--- config.mk ---
export PLATFORM = sky130hd
export DESIGN_NAME = pll_lock_sequencer
export DESIGN_NICKNAME = d
export VERILOG_FILES = /design/src/rtl/pll_seq_pkg.sv /design/src/rtl/sync_2ff.sv /design/src/rtl/pll_lock_sequencer.sv
export SDC_FILE = /design/constraint.sdc
export NUM_CORES = 1
export LEC_CHECK = 0
export BUFFER_PORTS_ARGS = -buffer_cell sky130_fd_sc_hd__buf_2
export CELL_PAD_IN_SITES_DETAIL_PLACEMENT = 1
export CELL_PAD_IN_SITES_GLOBAL_PLACEMENT = 1
export CORE_ASPECT_RATIO = 1.1
export CORE_MARGIN = 1
export CORE_UTILIZATION = 39
export CTS_CLUSTER_SIZE = 8
export DETAILED_ROUTE_END_ITERATION = 16
export PLACE_DENSITY_LB_ADDON = 0.1
export SYNTH_ARGS = -nofsm -noshare
export SYNTH_HDL_FRONTEND = slang
export SYNTH_SLANG_ARGS = --single-unit
--- constraint.sdc ---
create_clock -name clk -period 2.1 [get_ports clk]
set_clock_uncertainty 0.1 [all_clocks]
set_input_delay 0.105 -clock clk [delete_from_list [all_inputs] [get_ports clk]]
set_output_delay 0.105 -clock clk [all_outputs]
set_load 0.02 [all_outputs]
--- src/rtl/pll_seq_pkg.sv ---
`default_nettype none
// ============================================================================
// Module      : pll_seq_pkg
// Description : Shared definitions for the PLL lock sequencer. Holds the
//               sequencer state encoding and the helper that sizes the
//               shared cycle counter from the timing parameters.
// Revision    : 1.0 - initial release
// ============================================================================
package pll_seq_pkg;

    // Sequencer states, explicitly encoded.
    typedef enum logic [2:0] {
        ST_RST_PLL   = 3'd0,
        ST_WAIT_LOCK = 3'd1,
        ST_STABLE    = 3'd2,
        ST_RUN       = 3'd3,
        ST_FAIL      = 3'd4
    } pll_state_t;

    // Width of a counter that must reach (max(a, b, c) - 1) without wrapping.
    function automatic int cnt_width(input int a, input int b, input int c);
        int m;
        m = a;
        if (b > m) m = b;
        if (c > m) m = c;
        return (m < 2) ? 1 : $clog2(m);
    endfunction

endpackage
`default_nettype wire

--- src/rtl/sync_2ff.sv ---
`default_nettype none
// ============================================================================
// Module      : sync_2ff
// Description : 1-bit two-flop synchronizer. The output lags the input by
//               two clk edges. Both flops load RST_VAL under reset.
// Ports       : clk  - destination clock
//               rst  - synchronous active-high reset
//               i_d  - asynchronous input
//               o_q  - synchronized output
// Revision    : 1.0 - initial release
// ============================================================================
module sync_2ff #(
    parameter logic RST_VAL = 1'b0
) (
    input  logic clk,
    input  logic rst,
    input  logic i_d,
    output logic o_q
);

    logic r_meta;
    logic r_sync;

    always_ff @(posedge clk) begin
        if (rst) begin
            r_meta <= RST_VAL;
            r_sync <= RST_VAL;
        end else begin
            r_meta <= i_d;
            r_sync <= r_meta;
        end
    end

    assign o_q = r_sync;

endmodule
`default_nettype wire

--- src/rtl/pll_lock_sequencer.sv ---
`default_nettype none
// ============================================================================
// Module      : pll_lock_sequencer
// Description : Brings up a PLL and holds the DDR3 controller domain in reset
//               until the (synchronized) PLL lock has been stable long enough.
//               Retries timed-out lock attempts, gives up after MAX_RETRIES,
//               and re-sequences on lock loss or a restart request.
// Ports       : clk         - reference clock
//               reset       - synchronous active-high reset
//               lock        - PLL lock, asynchronous to clk
//               restart     - single-cycle re-sequence request
//               pll_reset   - PLL reset, active-high
//               ddr_rst     - DDR3 controller domain reset, active-high
//               ready       - high only in RUN
//               fail        - high only in FAIL
//               loss_count  - lock losses seen in RUN, saturating at 255
//               retry_count - timed-out attempts in the current sequence
// Revision    : 1.0 - initial release
// ============================================================================
module pll_lock_sequencer
    import pll_seq_pkg::*;
#(
    parameter int PLL_RST_CYCLES = 16,
    parameter int LOCK_TIMEOUT   = 50000,
    parameter int LOCK_STABLE    = 1000,
    parameter int MAX_RETRIES    = 3
) (
    input  logic       clk,
    input  logic       reset,
    input  logic       lock,
    input  logic       restart,
    output logic       pll_reset,
    output logic       ddr_rst,
    output logic       ready,
    output logic       fail,
    output logic [7:0] loss_count,
    output logic [3:0] retry_count
);

    localparam int c_cnt_w = cnt_width(PLL_RST_CYCLES, LOCK_TIMEOUT, LOCK_STABLE);

    localparam logic [c_cnt_w-1:0] c_rst_last     = c_cnt_w'(PLL_RST_CYCLES - 1);
    localparam logic [c_cnt_w-1:0] c_timeout_last = c_cnt_w'(LOCK_TIMEOUT - 1);
    // The WAIT_LOCK cycle that first sees lock_s=1 is the first of the
    // LOCK_STABLE consecutive locked cycles, so STABLE itself needs
    // LOCK_STABLE-1 more; the counter starts at 0 on entry.
    localparam logic [c_cnt_w-1:0] c_stable_last  = c_cnt_w'(LOCK_STABLE - 2);
    localparam logic [3:0]         c_max_retries  = 4'(MAX_RETRIES);

    logic               w_lock_s;

    pll_state_t         r_state;
    pll_state_t         w_state_nxt;
    logic [c_cnt_w-1:0] r_cnt;
    logic [c_cnt_w-1:0] w_cnt_nxt;
    logic [3:0]         r_retry;
    logic [3:0]         w_retry_nxt;
    logic [3:0]         w_retry_inc;
    logic [7:0]         r_loss;
    logic [7:0]         w_loss_nxt;

    logic               r_pll_reset;
    logic               r_ddr_rst;
    logic               r_ready;
    logic               r_fail;

    sync_2ff #(
        .RST_VAL (1'b0)
    ) u_lock_sync (
        .clk (clk),
        .rst (reset),
        .i_d (lock),
        .o_q (w_lock_s)
    );

    assign w_retry_inc = r_retry + 4'd1;

    // State, counter and counts register. Outputs are registered from the
    // next state so they always match the state they describe.
    always_ff @(posedge clk) begin
        if (reset) begin
            r_state     <= ST_RST_PLL;
            r_cnt       <= '0;
            r_retry     <= 4'd0;
            r_loss      <= 8'd0;
            r_pll_reset <= 1'b1;
            r_ddr_rst   <= 1'b1;
            r_ready     <= 1'b0;
            r_fail      <= 1'b0;
        end else begin
            r_state     <= w_state_nxt;
            r_cnt       <= w_cnt_nxt;
            r_retry     <= w_retry_nxt;
            r_loss      <= w_loss_nxt;
            r_pll_reset <= (w_state_nxt == ST_RST_PLL) || (w_state_nxt == ST_FAIL);
            r_ddr_rst   <= (w_state_nxt != ST_RUN);
            r_ready     <= (w_state_nxt == ST_RUN);
            r_fail      <= (w_state_nxt == ST_FAIL);
        end
    end

    always_comb begin
        w_state_nxt = r_state;
        w_cnt_nxt   = r_cnt;
        w_retry_nxt = r_retry;
        w_loss_nxt  = r_loss;

        // restart wins over any lock_s event in the same cycle, so a
        // simultaneous drop in RUN is not counted as a loss.
        if (restart) begin
            w_state_nxt = ST_RST_PLL;
            w_cnt_nxt   = '0;
            w_retry_nxt = 4'd0;
        end else begin
            unique case (r_state)
                ST_RST_PLL: begin
                    if (r_cnt == c_rst_last) begin
                        w_state_nxt = ST_WAIT_LOCK;
                        w_cnt_nxt   = '0;
                    end else begin
                        w_cnt_nxt   = r_cnt + 1'b1;
                    end
                end
                ST_WAIT_LOCK: begin
                    if (w_lock_s) begin
                        w_state_nxt = ST_STABLE;
                        w_cnt_nxt   = '0;
                    end else if (r_cnt == c_timeout_last) begin
                        w_retry_nxt = w_retry_inc;
                        w_cnt_nxt   = '0;
                        w_state_nxt = (w_retry_inc == c_max_retries) ? ST_FAIL : ST_RST_PLL;
                    end else begin
                        w_cnt_nxt   = r_cnt + 1'b1;
                    end
                end
                ST_STABLE: begin
                    if (!w_lock_s) begin
                        w_state_nxt = ST_WAIT_LOCK;
                        w_cnt_nxt   = '0;
                    end else if (r_cnt == c_stable_last) begin
                        w_state_nxt = ST_RUN;
                        w_cnt_nxt   = '0;
                        w_retry_nxt = 4'd0;
                    end else begin
                        w_cnt_nxt   = r_cnt + 1'b1;
                    end
                end
                ST_RUN: begin
                    if (!w_lock_s) begin
                        w_state_nxt = ST_RST_PLL;
                        w_cnt_nxt   = '0;
                        if (r_loss != 8'hFF) begin
                            w_loss_nxt = r_loss + 8'd1;
                        end
                    end
                end
                ST_FAIL: begin
                    w_state_nxt = ST_FAIL;
                end
                default: begin
                    w_state_nxt = ST_RST_PLL;
                    w_cnt_nxt   = '0;
                end
            endcase
        end
    end

    assign pll_reset   = r_pll_reset;
    assign ddr_rst     = r_ddr_rst;
    assign ready       = r_ready;
    assign fail        = r_fail;
    assign loss_count  = r_loss;
    assign retry_count = r_retry;

endmodule
`default_nettype wire

== Yosys cells after proc, flatten, opt, wreduce, memory -nomap -nowiden ==
Index checks and enable logic that the tools add are counted.
Storage, ports and cells
  register bits after elaboration: 37
  output and inout bits: 16
  word-level logic and storage cells: 62
Operators by class
  $add $sub $neg: 3
  eq/ne operators: 17
  mux-type cells: 21
  bitwise logic cells: 3
  reduce and logical (&&, ||, !) cells: 8
Operator list (count)
  $mux W16: 6
  $pmux W16 S5: 1
  $mux W3: 8
  $add A16 B1 Y16 const B: 1
  $eq A16 B10 Y1 const B: 1
  $eq A16 B16 Y1 const B: 1
  $eq A16 B4 Y1 const B: 1
  $mux W4: 4
  $pmux W3 S5: 1
  $eq A3 B2 Y1 const B: 3
  $add A8 B1 Y8 const B: 1
  $ne A2 B2 Y1 const B: 4
  $ne A8 B8 Y1 const B: 1
  $pmux W4 S2: 1
  $eq A3 B3 Y1 const B: 2
  $logic_not A3 Y1: 2
  $reduce_and A5 Y1: 1
  $add A4 B1 Y4 const B: 1
  $eq A4 B2 Y1 const B: 1
  $reduce_and A4 Y1: 1
  $eq A3 B1 Y1 const B: 1
  $ne A3 B2 Y1 const B: 1
  $not A1 Y1: 3
  $ne A2 B1 Y1 const B: 1
  other kinds (4): 4

== Longest topological paths before layout ==
  depth in word-level cells: 9
  depth in mapped cells: 9

== Modules after synthesis ==
Synthesis repeated with hierarchy kept, for this count alone.
Unflattened totals
  cells, all modules: 196
  area total of the unflattened synthesis: 1749.2 µm²
Modules (own cells, without submodules)
  pll_lock_sequencer: instances 1, cells an instance 192, area each 1696.6 µm², sequential area each 700.7 µm²
  sync_2ff: instances 1, cells an instance 4, area each 52.6 µm², sequential area each 40.0 µm²

== Least setup slack after synthesis ==
No wires, ideal clock.
  path type: register to register
  from: register r_cnt[0]
  to: register r_cnt[15]
  setup time: 0.115 ns
  data arrival time: 1.819 ns
  data required time: 1.885 ns
  slack: 0.066 ns
  stages on the path, launching flop included: 10
  period minus slack after synthesis: 2.034 ns
  path through: dfxtp_1 inv_1 ha_1 nand2_1 or3_1 or2_4 a311oi_4 a21o_2 buf_6 nor2_1
Between the ends
  cells in the longest elaborated chain, start to end: 4
  elaborated cells between the ends (all ways): 10
  classes of those cells: add/sub: 1; eq/ne: 3; mux: 6
RTL lines
  start: declaration: RTL line pll_lock_sequencer.sv:54  | logic [c_cnt_w-1:0] r_cnt;
  start signal: assignment: RTL line pll_lock_sequencer.sv:92  | r_cnt <= w_cnt_nxt;
  $add A16 B1 Y16 (tied with other cells): RTL line pll_lock_sequencer.sv:121, pll_lock_sequencer.sv:133, pll_lock_sequencer.sv:145
  $mux W16 (on tied branches): RTL line pll_lock_sequencer.sv:140, pll_lock_sequencer.sv:128
  $mux W16 (on tied branches): RTL line pll_lock_sequencer.sv:137, pll_lock_sequencer.sv:125
  $pmux W16 S5 (*): RTL line pll_lock_sequencer.sv:115  | unique case (r_state)
Every way passes the cells marked *; elsewhere a longest branch is shown, timed or not.
A chain may end at the register's enable or synchronous reset.

== Worst setup path in the final report ==
  from: register r_cnt[15]
  to: register r_cnt[3]
Between the ends
  cells in the longest elaborated chain, start to end: 4
  elaborated cells between the ends (all ways): 9
  classes of those cells: eq/ne: 3; mux: 6
RTL lines (RTL line)
  $eq A16 B10 Y1 / $eq A16 B16 Y1 (equally long branches): pll_lock_sequencer.sv:140, pll_lock_sequencer.sv:128
  $mux W16 (on tied branches): pll_lock_sequencer.sv:140, pll_lock_sequencer.sv:128
  $mux W16 (on tied branches): pll_lock_sequencer.sv:137, pll_lock_sequencer.sv:125
  $pmux W16 S5 (*): pll_lock_sequencer.sv:115
Marked as above.

==> out/qor.yml <==
final_common_cell: "dfxtp_1"
drv_cap: 0
layout.nets: 265
start_util: 0.4107
clockRootBuffer: "clkbuf_8"
clock_sinks: 37
num_rows: 25
required_ns: 2.18
crit_path_max_fanout: 11
dpl.hpwl_um: 3603
cts_tree: "done"
max_freq_mhz: 474.2
dp.cells: 297
critPathSlowestCell: "nor4_1"
reg2regPathDepth: 8
dp_slack_ns: -0.1833
ys.flop_type: "dfxtp_1"
status: "finished with violations"
htree_levels: 2
worst_slack_ns: -0.008622
fillCellCount: 515
layout_min_cycle_time_ns: 2.109
fin_crit_sh: 1.004
die_w_um: 66.29
postRouteWirelength_um: 4901
worstSetupStartpointType: "flop"
dr.pass1.iters: 4
cts_buffers: 5
synth_warnings: 0
ys_seq_area_frac: 0.4178
syn_nets: 217
reg2reg_slack_ns: -0.009
r2r-start: "r_cnt[15]"
yosysUniqueCellTypes: 45
drive_above_1_share: 0.2763
grt_setup_unrepaired: "true"
dieArea_um2: 4820
synth_top_area_frac: 0.4178
ys_ff_latch: 37
endpoint_kind: "flop"
min_path_type: "in -> reg"
tightestPinTransition_ns: 0.5077
grt_pass1_wl_um: 7886
cp.arrival_ns: 2.19
port_buffers: 19
grt_pass1_vias: 1645
path_clk_slew_ns: 0.08
syn_to_final_growth_pct: 28.72
wl_per_cell_um: 15.76
hold_viol: 0
synth-edff-count: 0
synth.avg_cell_area_um2: 8.524
power.leakage_nw: 0.8925
vdd_drop_max_mv: 0.3473
layout_common_cells: "35 x dfxtp_1, 31 x nor2_1, 24 x buf_4"
yosysTopAreaCell: "dfxtp_1"
post-route-drc-count: 0
finalSetupViolations: 3
gp_congestion: 0.8114
viasPerCell: 5.412
holdPathEnd: "loss_count[2]"
coreArea_um2: 4317
final_cells: 311
failed_checks: "negative setup slack"
vias: 1683
crit_chain: "or2_1, buf_4, nor4_1, o22ai_2, a311oi_4, buf_6, a21o_4, nor2_1"
grt_use_total: 0.2225
worstSetupStartpoint: "r_cnt[15]"
drtAntennaViolNets: 0
relSlewSlack: 0.6616
final_util: 0.5287
min_path_cells: 2
yosys-top-cells-area: "dfxtp_1 42%, nor2_1 6.6%, xor2_1 5.4%"
num_antenna_cells: 0
synthArstFlopShare: 0
drv_slew: 0
synthCells: 208
overflow: 0
worstReg2RegEnd: "r_cnt[3]"
antenna_found_initial: 0
die_h_um: 72.72
drt_iter0_drc: 44
path_class: "reg -> reg"
min_from: "reset"
clock_path_buffers: 2
grt_max_degree: 14
critical_path.max_stage_delay_ns: 0.36
synth_area_um2: 1773
powerDensity_nw_per_um2: 542.4
clkLatencyLatePin_ns: 0.29
ios: 20
flip-flops by register name, indices dropped and copies added, names as in the netlist, 3 cells and up:
name and cells:
loss_count 8, retry_count 4, r_cnt 16, r_state 3
cell families after synthesis:
| kind of cell | count (synthesis) | synth area share |
|---|---|---|
| xor+xnor | 17 | 0.08398 |
| flops | 37 | 0.4178 |
| buf+inv | 9 | 0.02399 |
| compound gates | 30 | 0.1200 |
| mux | 1 | 0.005646 |
| fa+ha+maj | 5 | 0.03529 |
| simple gates | 109 | 0.3133 |
cell usage after synthesis (3+ instances only):
cell type,instances
or3_1,6
inv_1,4
nor3_1,4
xor2_1,11
nand2b_1,3
ha_1,5
nor4_1,4
nor2b_1,4
dfxtp_1,37
and2_1,7
xnor2_1,6
o21ai_0,7
nor2_1,31
clkbuf_1,3
nand4_1,5
nand2_1,22
nand3_1,6
a21oi_1,8
and3_1,6
worst max path at each step:
stage	end	slack [ns]	depth (start not counted)
3_3_place_gp	r_cnt[9]	-0.03	8
3_5_place_dp	r_cnt[2]	-0.18	8
6_report	r_cnt[3]	-0.009	8
2_1_floorplan	r_cnt[15]	0.07	9
5_1_grt	r_cnt[1]	-0.08	9
4_1_cts	r_cnt[14]	0.01	8
worst max-delay path, delay by kind of cell (launching register included):
kind / cells / cell delay [ns]
AO/OA/AOI/OAI: 3 / 0.59
buffers and inverters: 2 / 0.31
flip-flops: 1 / 0.32
AND/OR/NAND/NOR: 3 / 0.67
power by group:
part	total (mW)	switching (mW)	internal, mW
registers	0.707	0.00298	0.704
logic	0.0368	0.0218	0.0150
clock network	0.494	0.265	0.229
area by class of cell:
class / instances / area (um^2) / area share
Timing Repair Buffer: 46 / 307.8 / 0.1349
Inverter: 4 / 15.01 / 0.006579
Clock inverter: 3 / 17.52 / 0.007675
Sequential cell: 37 / 745.7 / 0.3268
Multi-Input combinational cell: 162 / 1060 / 0.4644
Clock buffer: 5 / 68.82 / 0.03015
Tap cell: 54 / 67.56 / 0.02961
stage by stage:
step                      power [mW]  TNS (ns)  instance area (um^2)  hold WS [ns]
after floorplan               0.7435         0                  1773        0.1332
after global placement        0.7517   -0.3234                  2066        0.2298
after detailed placement      0.7550    -2.220                  2066        0.2454
after CTS                      1.251         0                  2230       0.02616
after global routing           1.287    -1.075                  2282       0.03091
final                          1.238  -0.01177                  2282       0.02730
per-layer routing:
layer  GRT usage  part of all wire  vias up
li1            -                 -      819
met4     0.08511             0.015        0
met3     0.05156             0.019        6
met2      0.4048              0.54       21
met5           0                 0        -
met1      0.2478              0.42      837
what timing repair did:
action | 4_1_cts | 5_1_grt
hold endpoints to repair | 1 | 0
hold buffers | 1 | 0
buffers inserted | 4 | 1
resized for setup | 11 | 10
pin swaps | 4 | 4
cloned | 0 | 0
endpoints found under the setup margin | 15 | 23
Power figures use the tool's default switching activity.
